## config.mk

```make
export PLATFORM = sky130hd
export DESIGN_NAME = vx_perf_memsys_counters_flat
export DESIGN_NICKNAME = d
export VERILOG_FILES = /design/src/rtl/vx_perf_pkg.sv /design/src/rtl/VX_perf_memsys_if.sv /design/src/rtl/vx_perf_event_ctr.sv /design/src/rtl/vx_perf_memsys_counters.sv /design/src/flat_wrapper.sv
export SDC_FILE = /design/constraint.sdc
export NUM_CORES = 2
export LEC_CHECK = 0
export BUFFER_PORTS_ARGS = -buffer_cell sky130_fd_sc_hd__buf_2
export CAP_MARGIN = 20
export CORE_MARGIN = 2
export CORE_UTILIZATION = 35
export CTS_BUF_LIST = sky130_fd_sc_hd__clkbuf_8 sky130_fd_sc_hd__clkbuf_16
export DETAILED_ROUTE_END_ITERATION = 8
export HOLD_SLACK_MARGIN = 0.03
export PLACE_DENSITY_LB_ADDON = 0.08
export REMOVE_ABC_BUFFERS = 1
export SKIP_LAST_GASP = 1
export SLEW_MARGIN = 5
export SYNTH_ARGS = -nofsm -noshare
export SYNTH_HDL_FRONTEND = slang
export SYNTH_SLANG_ARGS = --single-unit
```

## constraint.sdc

```tcl
create_clock -name clk -period 48.6 [get_ports clk]
set_input_delay 9.72 -clock clk [delete_from_list [all_inputs] [get_ports clk]]
set_output_delay 9.72 -clock clk [all_outputs]
set_load 0.005 [all_outputs]
```

## src/rtl/vx_perf_pkg.sv

```systemverilog
// Shared definitions for the memory-system performance counters: counter width,
// event indices and the popcount-width helper.
package vx_perf_pkg;
  localparam int PERF_CTR_BITS = 44;

  typedef enum logic [3:0] {
    EV_ICACHE_READS, EV_ICACHE_READ_MISSES,
    EV_DCACHE_READS, EV_DCACHE_WRITES, EV_DCACHE_READ_MISSES, EV_DCACHE_WRITE_MISSES,
    EV_DCACHE_BANK_STALLS, EV_DCACHE_MSHR_STALLS,
    EV_SMEM_READS, EV_SMEM_WRITES, EV_SMEM_BANK_STALLS,
    EV_MEM_READS, EV_MEM_WRITES, EV_MEM_LATENCY
  } perf_event_e;

  localparam int NUM_PERF_EVENTS = 14;

  function automatic int pc_width(input int n);
    return $clog2(n + 1);
  endfunction
endpackage

```

## src/rtl/VX_perf_memsys_if.sv

```systemverilog
// Memory-system performance counter bundle; the producer drives the master side.
interface VX_perf_memsys_if;
  import vx_perf_pkg::*;
  logic [PERF_CTR_BITS-1:0] icache_reads, icache_read_misses;
  logic [PERF_CTR_BITS-1:0] dcache_reads, dcache_writes, dcache_read_misses, dcache_write_misses;
  logic [PERF_CTR_BITS-1:0] dcache_bank_stalls, dcache_mshr_stalls;
  logic [PERF_CTR_BITS-1:0] smem_reads, smem_writes, smem_bank_stalls;
  logic [PERF_CTR_BITS-1:0] mem_reads, mem_writes, mem_latency;

  modport master (
    output icache_reads, icache_read_misses, dcache_reads, dcache_writes,
           dcache_read_misses, dcache_write_misses, dcache_bank_stalls, dcache_mshr_stalls,
           smem_reads, smem_writes, smem_bank_stalls, mem_reads, mem_writes, mem_latency
  );
  modport slave (
    input  icache_reads, icache_read_misses, dcache_reads, dcache_writes,
           dcache_read_misses, dcache_write_misses, dcache_bank_stalls, dcache_mshr_stalls,
           smem_reads, smem_writes, smem_bank_stalls, mem_reads, mem_writes, mem_latency
  );
endinterface

```

## src/rtl/vx_perf_event_ctr.sv

```systemverilog
// One event counter: registered popcount of the event mask, then a wrapping accumulator.
module vx_perf_event_ctr
  import vx_perf_pkg::*;
#(
  parameter int N = 1
) (
  input  logic                     clk,
  input  logic                     reset,
  input  logic                     clear,
  input  logic [N-1:0]             mask,
  output logic [PERF_CTR_BITS-1:0] count
);
  localparam int PW = pc_width(N);

  logic [PW-1:0]            pc_d, pc_q;
  logic [PERF_CTR_BITS-1:0] cnt_d, cnt_q;

  // clear also drops the popcount already in flight
  always_comb begin
    pc_d = '0;
    for (int i = 0; i < N; i++) pc_d = pc_d + PW'(mask[i]);
    if (clear) pc_d = '0;
    cnt_d = clear ? '0 : cnt_q + PERF_CTR_BITS'(pc_q);
  end

  always_ff @(posedge clk or posedge reset) begin
    if (reset) begin
      pc_q  <= '0;
      cnt_q <= '0;
    end else begin
      pc_q  <= pc_d;
      cnt_q <= cnt_d;
    end
  end

  assign count = cnt_q;
endmodule

```

## src/rtl/vx_perf_memsys_counters.sv

```systemverilog
// Memory-system performance counter producer: 13 event counters plus the
// outstanding-read tracker and its latency accumulator.
module vx_perf_memsys_counters
  import vx_perf_pkg::*;
#(
  parameter int DCACHE_NUM_REQS  = 4,
  parameter int DCACHE_NUM_BANKS = 4,
  parameter int SMEM_NUM_REQS    = 4,
  parameter int PENDING_BITS     = 8
) (
  input  logic                        clk,
  input  logic                        reset,
  input  logic                        clear,
  input  logic                        icache_rd,
  input  logic                        icache_rd_miss,
  input  logic [DCACHE_NUM_REQS-1:0]  dcache_rd,
  input  logic [DCACHE_NUM_REQS-1:0]  dcache_wr,
  input  logic [DCACHE_NUM_BANKS-1:0] dcache_rd_miss,
  input  logic [DCACHE_NUM_BANKS-1:0] dcache_wr_miss,
  input  logic [DCACHE_NUM_REQS-1:0]  dcache_bank_stall,
  input  logic [DCACHE_NUM_BANKS-1:0] dcache_mshr_stall,
  input  logic [SMEM_NUM_REQS-1:0]    smem_rd,
  input  logic [SMEM_NUM_REQS-1:0]    smem_wr,
  input  logic [SMEM_NUM_REQS-1:0]    smem_bank_stall,
  input  logic                        mem_req_fire,
  input  logic                        mem_req_rw,
  input  logic                        mem_rsp_fire,
  VX_perf_memsys_if.master            perf_memsys_if
);
  logic rd_fire, wr_fire;
  assign rd_fire = mem_req_fire & ~mem_req_rw;
  assign wr_fire = mem_req_fire & mem_req_rw;

  vx_perf_event_ctr #(.N(1)) u_icache_reads (.clk, .reset, .clear, .mask(icache_rd), .count(perf_memsys_if.icache_reads));
  vx_perf_event_ctr #(.N(1)) u_icache_read_misses (.clk, .reset, .clear, .mask(icache_rd_miss), .count(perf_memsys_if.icache_read_misses));
  vx_perf_event_ctr #(.N(DCACHE_NUM_REQS)) u_dcache_reads (.clk, .reset, .clear, .mask(dcache_rd), .count(perf_memsys_if.dcache_reads));
  vx_perf_event_ctr #(.N(DCACHE_NUM_REQS)) u_dcache_writes (.clk, .reset, .clear, .mask(dcache_wr), .count(perf_memsys_if.dcache_writes));
  vx_perf_event_ctr #(.N(DCACHE_NUM_BANKS)) u_dcache_read_misses (.clk, .reset, .clear, .mask(dcache_rd_miss), .count(perf_memsys_if.dcache_read_misses));
  vx_perf_event_ctr #(.N(DCACHE_NUM_BANKS)) u_dcache_write_misses (.clk, .reset, .clear, .mask(dcache_wr_miss), .count(perf_memsys_if.dcache_write_misses));
  vx_perf_event_ctr #(.N(DCACHE_NUM_REQS)) u_dcache_bank_stalls (.clk, .reset, .clear, .mask(dcache_bank_stall), .count(perf_memsys_if.dcache_bank_stalls));
  vx_perf_event_ctr #(.N(DCACHE_NUM_BANKS)) u_dcache_mshr_stalls (.clk, .reset, .clear, .mask(dcache_mshr_stall), .count(perf_memsys_if.dcache_mshr_stalls));
  vx_perf_event_ctr #(.N(SMEM_NUM_REQS)) u_smem_reads (.clk, .reset, .clear, .mask(smem_rd), .count(perf_memsys_if.smem_reads));
  vx_perf_event_ctr #(.N(SMEM_NUM_REQS)) u_smem_writes (.clk, .reset, .clear, .mask(smem_wr), .count(perf_memsys_if.smem_writes));
  vx_perf_event_ctr #(.N(SMEM_NUM_REQS)) u_smem_bank_stalls (.clk, .reset, .clear, .mask(smem_bank_stall), .count(perf_memsys_if.smem_bank_stalls));
  vx_perf_event_ctr #(.N(1)) u_mem_reads (.clk, .reset, .clear, .mask(rd_fire), .count(perf_memsys_if.mem_reads));
  vx_perf_event_ctr #(.N(1)) u_mem_writes (.clk, .reset, .clear, .mask(wr_fire), .count(perf_memsys_if.mem_writes));

  logic [PENDING_BITS-1:0]  pending_d, pending_q;
  logic [PERF_CTR_BITS-1:0] lat_d, lat_q;

  // pending survives clear: those reads are still outstanding in the memory system
  always_comb begin
    pending_d = pending_q;
    if (rd_fire && !mem_rsp_fire && pending_q != '1)
      pending_d = pending_q + 1'b1;
    else if (mem_rsp_fire && !rd_fire && pending_q != '0)
      pending_d = pending_q - 1'b1;
    lat_d = clear ? '0 : lat_q + PERF_CTR_BITS'(pending_q);
  end

  always_ff @(posedge clk or posedge reset) begin
    if (reset) begin
      pending_q <= '0;
      lat_q     <= '0;
    end else begin
      pending_q <= pending_d;
      lat_q     <= lat_d;
    end
  end

  assign perf_memsys_if.mem_latency = lat_q;

  a_pending_underflow: assert property (@(posedge clk) disable iff (reset)
    !(mem_rsp_fire && !rd_fire && pending_q == '0));
  a_pending_overflow: assert property (@(posedge clk) disable iff (reset)
    !(rd_fire && !mem_rsp_fire && pending_q == '1));
endmodule
```

## src/flat_wrapper.sv

```systemverilog
// flat-port wrapper written by rule: the top's interface ports become plain ports
module vx_perf_memsys_counters_flat import vx_perf_pkg::*;
#(
  parameter int DCACHE_NUM_REQS  = 4,
  parameter int DCACHE_NUM_BANKS = 4,
  parameter int SMEM_NUM_REQS    = 4,
  parameter int PENDING_BITS     = 8
)
  (clk, reset, clear, icache_rd, icache_rd_miss, dcache_rd, dcache_wr, dcache_rd_miss, dcache_wr_miss, dcache_bank_stall, dcache_mshr_stall, smem_rd, smem_wr, smem_bank_stall, mem_req_fire, mem_req_rw, mem_rsp_fire, perf_memsys_if_icache_reads, perf_memsys_if_icache_read_misses, perf_memsys_if_dcache_reads, perf_memsys_if_dcache_writes, perf_memsys_if_dcache_read_misses, perf_memsys_if_dcache_write_misses, perf_memsys_if_dcache_bank_stalls, perf_memsys_if_dcache_mshr_stalls, perf_memsys_if_smem_reads, perf_memsys_if_smem_writes, perf_memsys_if_smem_bank_stalls, perf_memsys_if_mem_reads, perf_memsys_if_mem_writes, perf_memsys_if_mem_latency);
  VX_perf_memsys_if perf_memsys_if_i ();
  input  logic clk;
  input  logic reset;
  input  logic clear;
  input  logic icache_rd;
  input  logic icache_rd_miss;
  input  logic [DCACHE_NUM_REQS-1:0] dcache_rd;
  input  logic [DCACHE_NUM_REQS-1:0] dcache_wr;
  input  logic [DCACHE_NUM_BANKS-1:0] dcache_rd_miss;
  input  logic [DCACHE_NUM_BANKS-1:0] dcache_wr_miss;
  input  logic [DCACHE_NUM_REQS-1:0] dcache_bank_stall;
  input  logic [DCACHE_NUM_BANKS-1:0] dcache_mshr_stall;
  input  logic [SMEM_NUM_REQS-1:0] smem_rd;
  input  logic [SMEM_NUM_REQS-1:0] smem_wr;
  input  logic [SMEM_NUM_REQS-1:0] smem_bank_stall;
  input  logic mem_req_fire;
  input  logic mem_req_rw;
  input  logic mem_rsp_fire;
  output wire logic [$bits(perf_memsys_if_i.icache_reads)-1:0] perf_memsys_if_icache_reads;
  output wire logic [$bits(perf_memsys_if_i.icache_read_misses)-1:0] perf_memsys_if_icache_read_misses;
  output wire logic [$bits(perf_memsys_if_i.dcache_reads)-1:0] perf_memsys_if_dcache_reads;
  output wire logic [$bits(perf_memsys_if_i.dcache_writes)-1:0] perf_memsys_if_dcache_writes;
  output wire logic [$bits(perf_memsys_if_i.dcache_read_misses)-1:0] perf_memsys_if_dcache_read_misses;
  output wire logic [$bits(perf_memsys_if_i.dcache_write_misses)-1:0] perf_memsys_if_dcache_write_misses;
  output wire logic [$bits(perf_memsys_if_i.dcache_bank_stalls)-1:0] perf_memsys_if_dcache_bank_stalls;
  output wire logic [$bits(perf_memsys_if_i.dcache_mshr_stalls)-1:0] perf_memsys_if_dcache_mshr_stalls;
  output wire logic [$bits(perf_memsys_if_i.smem_reads)-1:0] perf_memsys_if_smem_reads;
  output wire logic [$bits(perf_memsys_if_i.smem_writes)-1:0] perf_memsys_if_smem_writes;
  output wire logic [$bits(perf_memsys_if_i.smem_bank_stalls)-1:0] perf_memsys_if_smem_bank_stalls;
  output wire logic [$bits(perf_memsys_if_i.mem_reads)-1:0] perf_memsys_if_mem_reads;
  output wire logic [$bits(perf_memsys_if_i.mem_writes)-1:0] perf_memsys_if_mem_writes;
  output wire logic [$bits(perf_memsys_if_i.mem_latency)-1:0] perf_memsys_if_mem_latency;
  assign perf_memsys_if_icache_reads = perf_memsys_if_i.icache_reads;
  assign perf_memsys_if_icache_read_misses = perf_memsys_if_i.icache_read_misses;
  assign perf_memsys_if_dcache_reads = perf_memsys_if_i.dcache_reads;
  assign perf_memsys_if_dcache_writes = perf_memsys_if_i.dcache_writes;
  assign perf_memsys_if_dcache_read_misses = perf_memsys_if_i.dcache_read_misses;
  assign perf_memsys_if_dcache_write_misses = perf_memsys_if_i.dcache_write_misses;
  assign perf_memsys_if_dcache_bank_stalls = perf_memsys_if_i.dcache_bank_stalls;
  assign perf_memsys_if_dcache_mshr_stalls = perf_memsys_if_i.dcache_mshr_stalls;
  assign perf_memsys_if_smem_reads = perf_memsys_if_i.smem_reads;
  assign perf_memsys_if_smem_writes = perf_memsys_if_i.smem_writes;
  assign perf_memsys_if_smem_bank_stalls = perf_memsys_if_i.smem_bank_stalls;
  assign perf_memsys_if_mem_reads = perf_memsys_if_i.mem_reads;
  assign perf_memsys_if_mem_writes = perf_memsys_if_i.mem_writes;
  assign perf_memsys_if_mem_latency = perf_memsys_if_i.mem_latency;
  vx_perf_memsys_counters #(.DCACHE_NUM_REQS(DCACHE_NUM_REQS), .DCACHE_NUM_BANKS(DCACHE_NUM_BANKS), .SMEM_NUM_REQS(SMEM_NUM_REQS), .PENDING_BITS(PENDING_BITS)) u_core (.clk(clk), .reset(reset), .clear(clear), .icache_rd(icache_rd), .icache_rd_miss(icache_rd_miss), .dcache_rd(dcache_rd), .dcache_wr(dcache_wr), .dcache_rd_miss(dcache_rd_miss), .dcache_wr_miss(dcache_wr_miss), .dcache_bank_stall(dcache_bank_stall), .dcache_mshr_stall(dcache_mshr_stall), .smem_rd(smem_rd), .smem_wr(smem_wr), .smem_bank_stall(smem_bank_stall), .mem_req_fire(mem_req_fire), .mem_req_rw(mem_req_rw), .mem_rsp_fire(mem_rsp_fire), .perf_memsys_if(perf_memsys_if_i));
endmodule
```

# [Word level (Yosys, flattened, before mapping)]
# Cells that the tools add are included.
[op_classes] reduce_logical=8 addsub=43 muxes=29 bitwise_logic=3 n_eq_ne=1
[op_table] cell="2-to-1 mux 44 bit" count=14
[op_table] cell="adder 44 x 3 -> 44 bit" count=9
[op_table] cell="adder 44 x 1 -> 44 bit" count=4
[op_table] cell="adder 44 x 8 -> 44 bit" count=1
[op_table] cell="adder 2 x 1 -> 3 bit" count=9
[op_table] cell="adder 3 x 1 -> 3 bit" count=9
[op_table] cell="2-to-1 mux 3 bit" count=9
[op_table] cell="adder 1 x 1 -> 2 bit" count=9
[op_table] cell="2-to-1 mux 8 bit" count=2
[op_table] cell="adder 8 x 1 -> 8 bit, second input constant" count=1
[op_table] cell="inequality test 8 bit, second input constant" count=1
[op_table] cell="nonzero test 8 bit" count=1
[op_table] cell="subtractor 8 x 1 -> 8 bit, second input constant" count=1
[op_table] cell="logical AND 1 bit" count=4
[op_table] cell="2-to-1 mux 1 bit" count=4
[op_table] cell="AND 1 bit" count=2
[op_table] cell="zero test 1 bit" count=2
[op_table] cell="nonzero test 2 bit" count=1
[op_table] cell="inverter 1 bit" count=1
[word_totals] elab_cells=112 out_inout_bits=616 regBits=655 input_bits=44

# [Depth between registers and ports, before layout]
[logic_depth] word_depth=7 mapped_depth=10 depth_no_buf=10

# [Modules after synthesis]
# A second synthesis with hierarchy kept.
[unflattened] cells_unflattened=3596 hier_area_um2=34894.7
[by_module_without_submodules] mod="vx_perf_event_ctr (u_core.u_dcache_mshr_stalls ...)" area_per_inst_um2=2657.5 seq_area_each_um2=1176.1 cells_per_inst=276 instances=3
[by_module_without_submodules] mod="vx_perf_event_ctr (u_core.u_dcache_bank_stalls ...)" area_per_inst_um2=2447.3 seq_area_each_um2=1176.1 cells_per_inst=260 instances=3
[by_module_without_submodules] mod="vx_perf_event_ctr (u_core.u_dcache_read_misses ...)" area_per_inst_um2=2401.1 seq_area_each_um2=1176.1 cells_per_inst=240 instances=3
[by_module_without_submodules] mod="vx_perf_event_ctr (u_core.u_icache_read_misses ...)" area_per_inst_um2=2321.0 seq_area_each_um2=1126.1 cells_per_inst=236 instances=3
[by_module_without_submodules] mod="vx_perf_memsys_counters" area_per_inst_um2=3119.2 seq_area_each_um2=1301.2 cells_per_inst=325 instances=1
[by_module_without_submodules] mod="vx_perf_event_ctr (u_core.u_icache_reads)" area_per_inst_um2=2294.7 seq_area_each_um2=1126.1 cells_per_inst=235 instances=1

# [Worst setup path after synthesis]
# Ideal clock, no wire load.
[synth_timing] path_kind="input port to flip-flop" from="input mem_req_rw" to="register u_core.pending_q[6]" setup_slack_ns=36.803 t_required_ns=48.475 setup_ns=0.125 t_arrival_ns=11.673 cell_stages=10 path_cell_list="nand2b_1 > nor2_1 > o21ai_0 > fa_1 > a21o_1 > a21oi_1 > o21bai_1 > a21oi_1 > xnor2_1 > mux2_2"
[synth_via] elab_chain_len=6
[synth_lines] element="start: declaration" line_no="flat_wrapper.sv:26" text="input logic mem_req_rw;"
[synth_lines] element="inverter 1 bit (*)" line_no="vx_perf_memsys_counters.sv:31" text="assign rd_fire = mem_req_fire & ~mem_req_rw;"
[synth_lines] element="AND 1 bit (*)" line_no="vx_perf_memsys_counters.sv:31"
[synth_lines] element="zero test 1 bit" line_no="vx_perf_memsys_counters.sv:56" text="else if (mem_rsp_fire && !rd_fire && pending_q != '0)"
[synth_lines] element="logical AND 1 bit (2 in series)" line_no="vx_perf_memsys_counters.sv:56"
[synth_lines] element="nonzero test 2 bit (no source line)"
[synth_lines] element="end signal: assignment" line_no="vx_perf_memsys_counters.sv:66" text="pending_q <= pending_d;"
[synth_lines] element="end: declaration" line_no="vx_perf_memsys_counters.sv:48" text="logic [PENDING_BITS-1:0] pending_d, pending_q;"
# Every way passes the cells marked *; elsewhere a longest branch is shown, timed or not.
# A chain may end at the register's enable or synchronous reset.

# [Worst setup path in the final report]
[layout_timing] from="input clear" to="register u_core.u_smem_reads.cnt_q[3] (netlist: u_core.u_smem_reads.count[3])"
[layout_via] elab_chain_len=1
[layout_lines] element="start: declaration" line_no="flat_wrapper.sv:13" text="input logic clear;"
[layout_lines] element="2-to-1 mux 44 bit" line_no="vx_perf_event_ctr.sv:23" text="cnt_d = clear ? '0 : cnt_q + PERF_CTR_BITS'(pc_q);"
[layout_lines] element="named net u_core.u_smem_reads.cnt_d[3]" line_no="vx_perf_event_ctr.sv:16" text="logic [PERF_CTR_BITS-1:0] cnt_d, cnt_q;"
[layout_lines] element="end signal: assignment" line_no="vx_perf_event_ctr.sv:32" text="cnt_q <= cnt_d;"
[layout_lines] element="end: declaration" line_no="vx_perf_event_ctr.sv:16"
# The timed path passes the listed nets, and every way through them passes these cells.

==> results.cfg <==
[routing]
detail_route.vias_per_cell = 4.98
routed.top_layer = met5
wl_met2_um = 45100
ant_nets = 0
vias = 25700
drc = 0
drt-met1-wl_um = 41400
first_pass_iters = 5
drt_wl_total_um = 95900
wl_per_cell_um = 18.6
first_iter_violations = 1665
wl_met3_um = 5260

[worst_setup_path]
critPathMaxFanout = 117
worst_ep_required_time_ns = 49.09
critPathSlowestCell = buf_4
critPathKind = in -> reg
end_kind = register
cp_common_cell = buf_4
slowest_delay_ns = 0.79
cp.arrival_ns = 13.34
crit_path_start_kind = input pin
crit_chain = buf_8 > buf_4 > buf_4 > buf_4 > buf_4 > nor3_1

[grt]
antenna_found_initial = 1
overflow = 0
grt_pass1_wl_um = 148000
grt_max_degree = 118
grt_use_total_pct = 19.8
grt_pass1_vias = 24500

[clocking]
clock_path_buffers = 3
cts_tree = done
clk_pin_slew_ns = 0.06
cts.htree.levels = 3
clkLatencyLatePin_ns = 0.65
post_cts_buffers = 0
root_buffer = clkbuf_16
numCtsBuffers = 78
cts_resized = 0
clkSinkCount = 655
hold_buffers = 0

[finish]
nets = 4048
fill_cells = 9031
syn_to_final_growth_pct = 22.3
fin_area_um2 = 39300
drive_above_1_share_pct = 20.6
antennaDiodeCount = 0

[power]
p_clk_share_pct = 46.4
swShare_pct = 25.3
internal_power_mw = 0.973
comb_power_share_pct = 9.6
ir_drop_uv = 24.3
leakage_nw = 19.0
p_per_area_nw_per_um2 = 33.1
switchingPower_mw = 0.330
p_seq_share_pct = 44.0

[placed_design]
place_congestion = 0.817
post_dp_cell_area_um2 = 36700
port_buffers = 659
hpwl_um = 69000

[synth]
synth_seq_cells = 655
synth_flop_cell = dfrtp_1
synthTopCellsByArea = dfrtp_1 (51%), xor2_1 (8.9%), nor2_1 (6.7%)
synth_top_area_share_pct = 51.0
yosysMostFrequentCell = dfrtp_1
netlist_area_um2 = 32200
async_reset_ff_share_pct = 100
synthCells = 3274
synth_edf_count = 0
avgSynthCellArea_um2 = 9.82
yosysUniqueCellTypes = 55
yosys.area.top_type = dfrtp_1
synthTopCellsByCount = dfrtp_1 (655), nor2_1 (575), xor2_1 (328)
ys_seq_area_share_pct = 51.0
yosys_warnings = 0

[die]
die-area_um2 = 94300
placementRows = 111
pin_count = 660
dieWidth_um = 307
coreArea_um2 = 91400
die_h_um = 307
initial_core_util_pct = 35.2

[min_path]
min_path_type = reg -> reg

[sta]
fin_setup_tns_ns = 0
clock.fmax_ghz = 0.0778
relSlewSlack_pct = 26.3
finalHoldViolCount = 0
setup-violations-final = 0
rsz0062_at_grt = no
timing.final.crit_share_pct = 26.5
worstMarginPinSlew_ns = 1.10
slew_violations = 0
min_period_ns = 12.86
skew_ns = 0.0203

[outcome]
status = finished clean

[run]
drv_cap = 0
==> worst max-delay path, delay by kind of cell <==
kind                   cells  cell delay [ns]
and+or+nand+nor            1             0.14
buffers and inverters      5             3.29
==> metrics by stage <==
stage / util, % / cells / setup slack, ns / hold slack (ns) / power, mW
after floorplan: - / 3157 / 20.53 / 0.487 / 0.660
after global placement: 40.1 / 5021 / 34.99 / 0.521 / 0.710
after detailed placement: 40.1 / 5021 / 34.99 / 0.528 / 0.710
after CTS: 43.0 / 5158 / 35.70 / 0.544 / 1.33
after global routing: 43.0 / 5160 / 35.46 / 0.571 / 1.36
final: 43.0 / 5160 / 35.74 / 0.538 / 1.30
==> power by group through the flow <==
stage	Sequential, mW	Clock, mW	Combinational (mW)
final	0.574	0.605	0.125
after global routing	0.576	0.643	0.143
after CTS	0.574	0.624	0.127
after detailed placement	0.584	0	0.127
after global placement	0.584	0	0.127
after floorplan	0.581	0	0.0793
==> logic make-up after synthesis <==
group / synth area share, %
AND/OR/NAND/NOR: 25.0
AO/OA/AOI/OAI: 4.05
XOR/XNOR: 14.0
adder cells (fa/ha/maj): 3.85
buffers and inverters: 2.02
flip-flops: 51.0
multiplexers: 0.136
==> cell usage in the layout, fill, tap and decap left out, types with 80 or more instances in the layout <==
master,count
a21oi_1,90
and3_1,85
buf_2,658
dfrtp_1,655
nand2_1,215
nand3_1,198
nand4_1,142
nor2_1,575
nor3_1,80
o21ai_0,81
xnor2_1,185
xor2_1,328
==> area by class of cell <==
type / instances / area (um^2) / area share (%)
sequential: 655 / 16400 / 41.7
multi-input combinational: 2447 / 15100 / 38.5
timing repair buffer: 680 / 3480 / 8.86
clock buffer: 94 / 2180 / 5.55
tap: 1186 / 1480 / 3.77
clock inverter: 43 / 443 / 1.13
inverter: 55 / 214 / 0.544
==> layer usage <==
layer  GRT usage, %  up-vias
met5              0        -
li1               -    12400
met2           31.9      527
met3           4.87      172
met4           8.26        2
met1           25.5    12600
==> path summary, 6_finish.rpt <==
kind,endpoint,startpoint,cells after the start,slack (ns)
max,u_core.u_smem_reads.count[3],clear,6,35.74
min,u_core.u_smem_writes.count[43],u_core.u_smem_writes.count[43],2,0.54
max reg2reg,u_core.perf_memsys_if.mem_latency[36],u_core.pending_q[0],8,45.43
min reg2reg,u_core.u_smem_writes.count[43],u_core.u_smem_writes.count[43],2,0.54
max in group asynchronous,u_core.u_smem_bank_stalls.pc_q[0],reset,5,36.49
min in group asynchronous,u_core.u_dcache_reads.pc_q[0],reset,2,9.24
No activity file was read; power rests on OpenSTA's default activity.
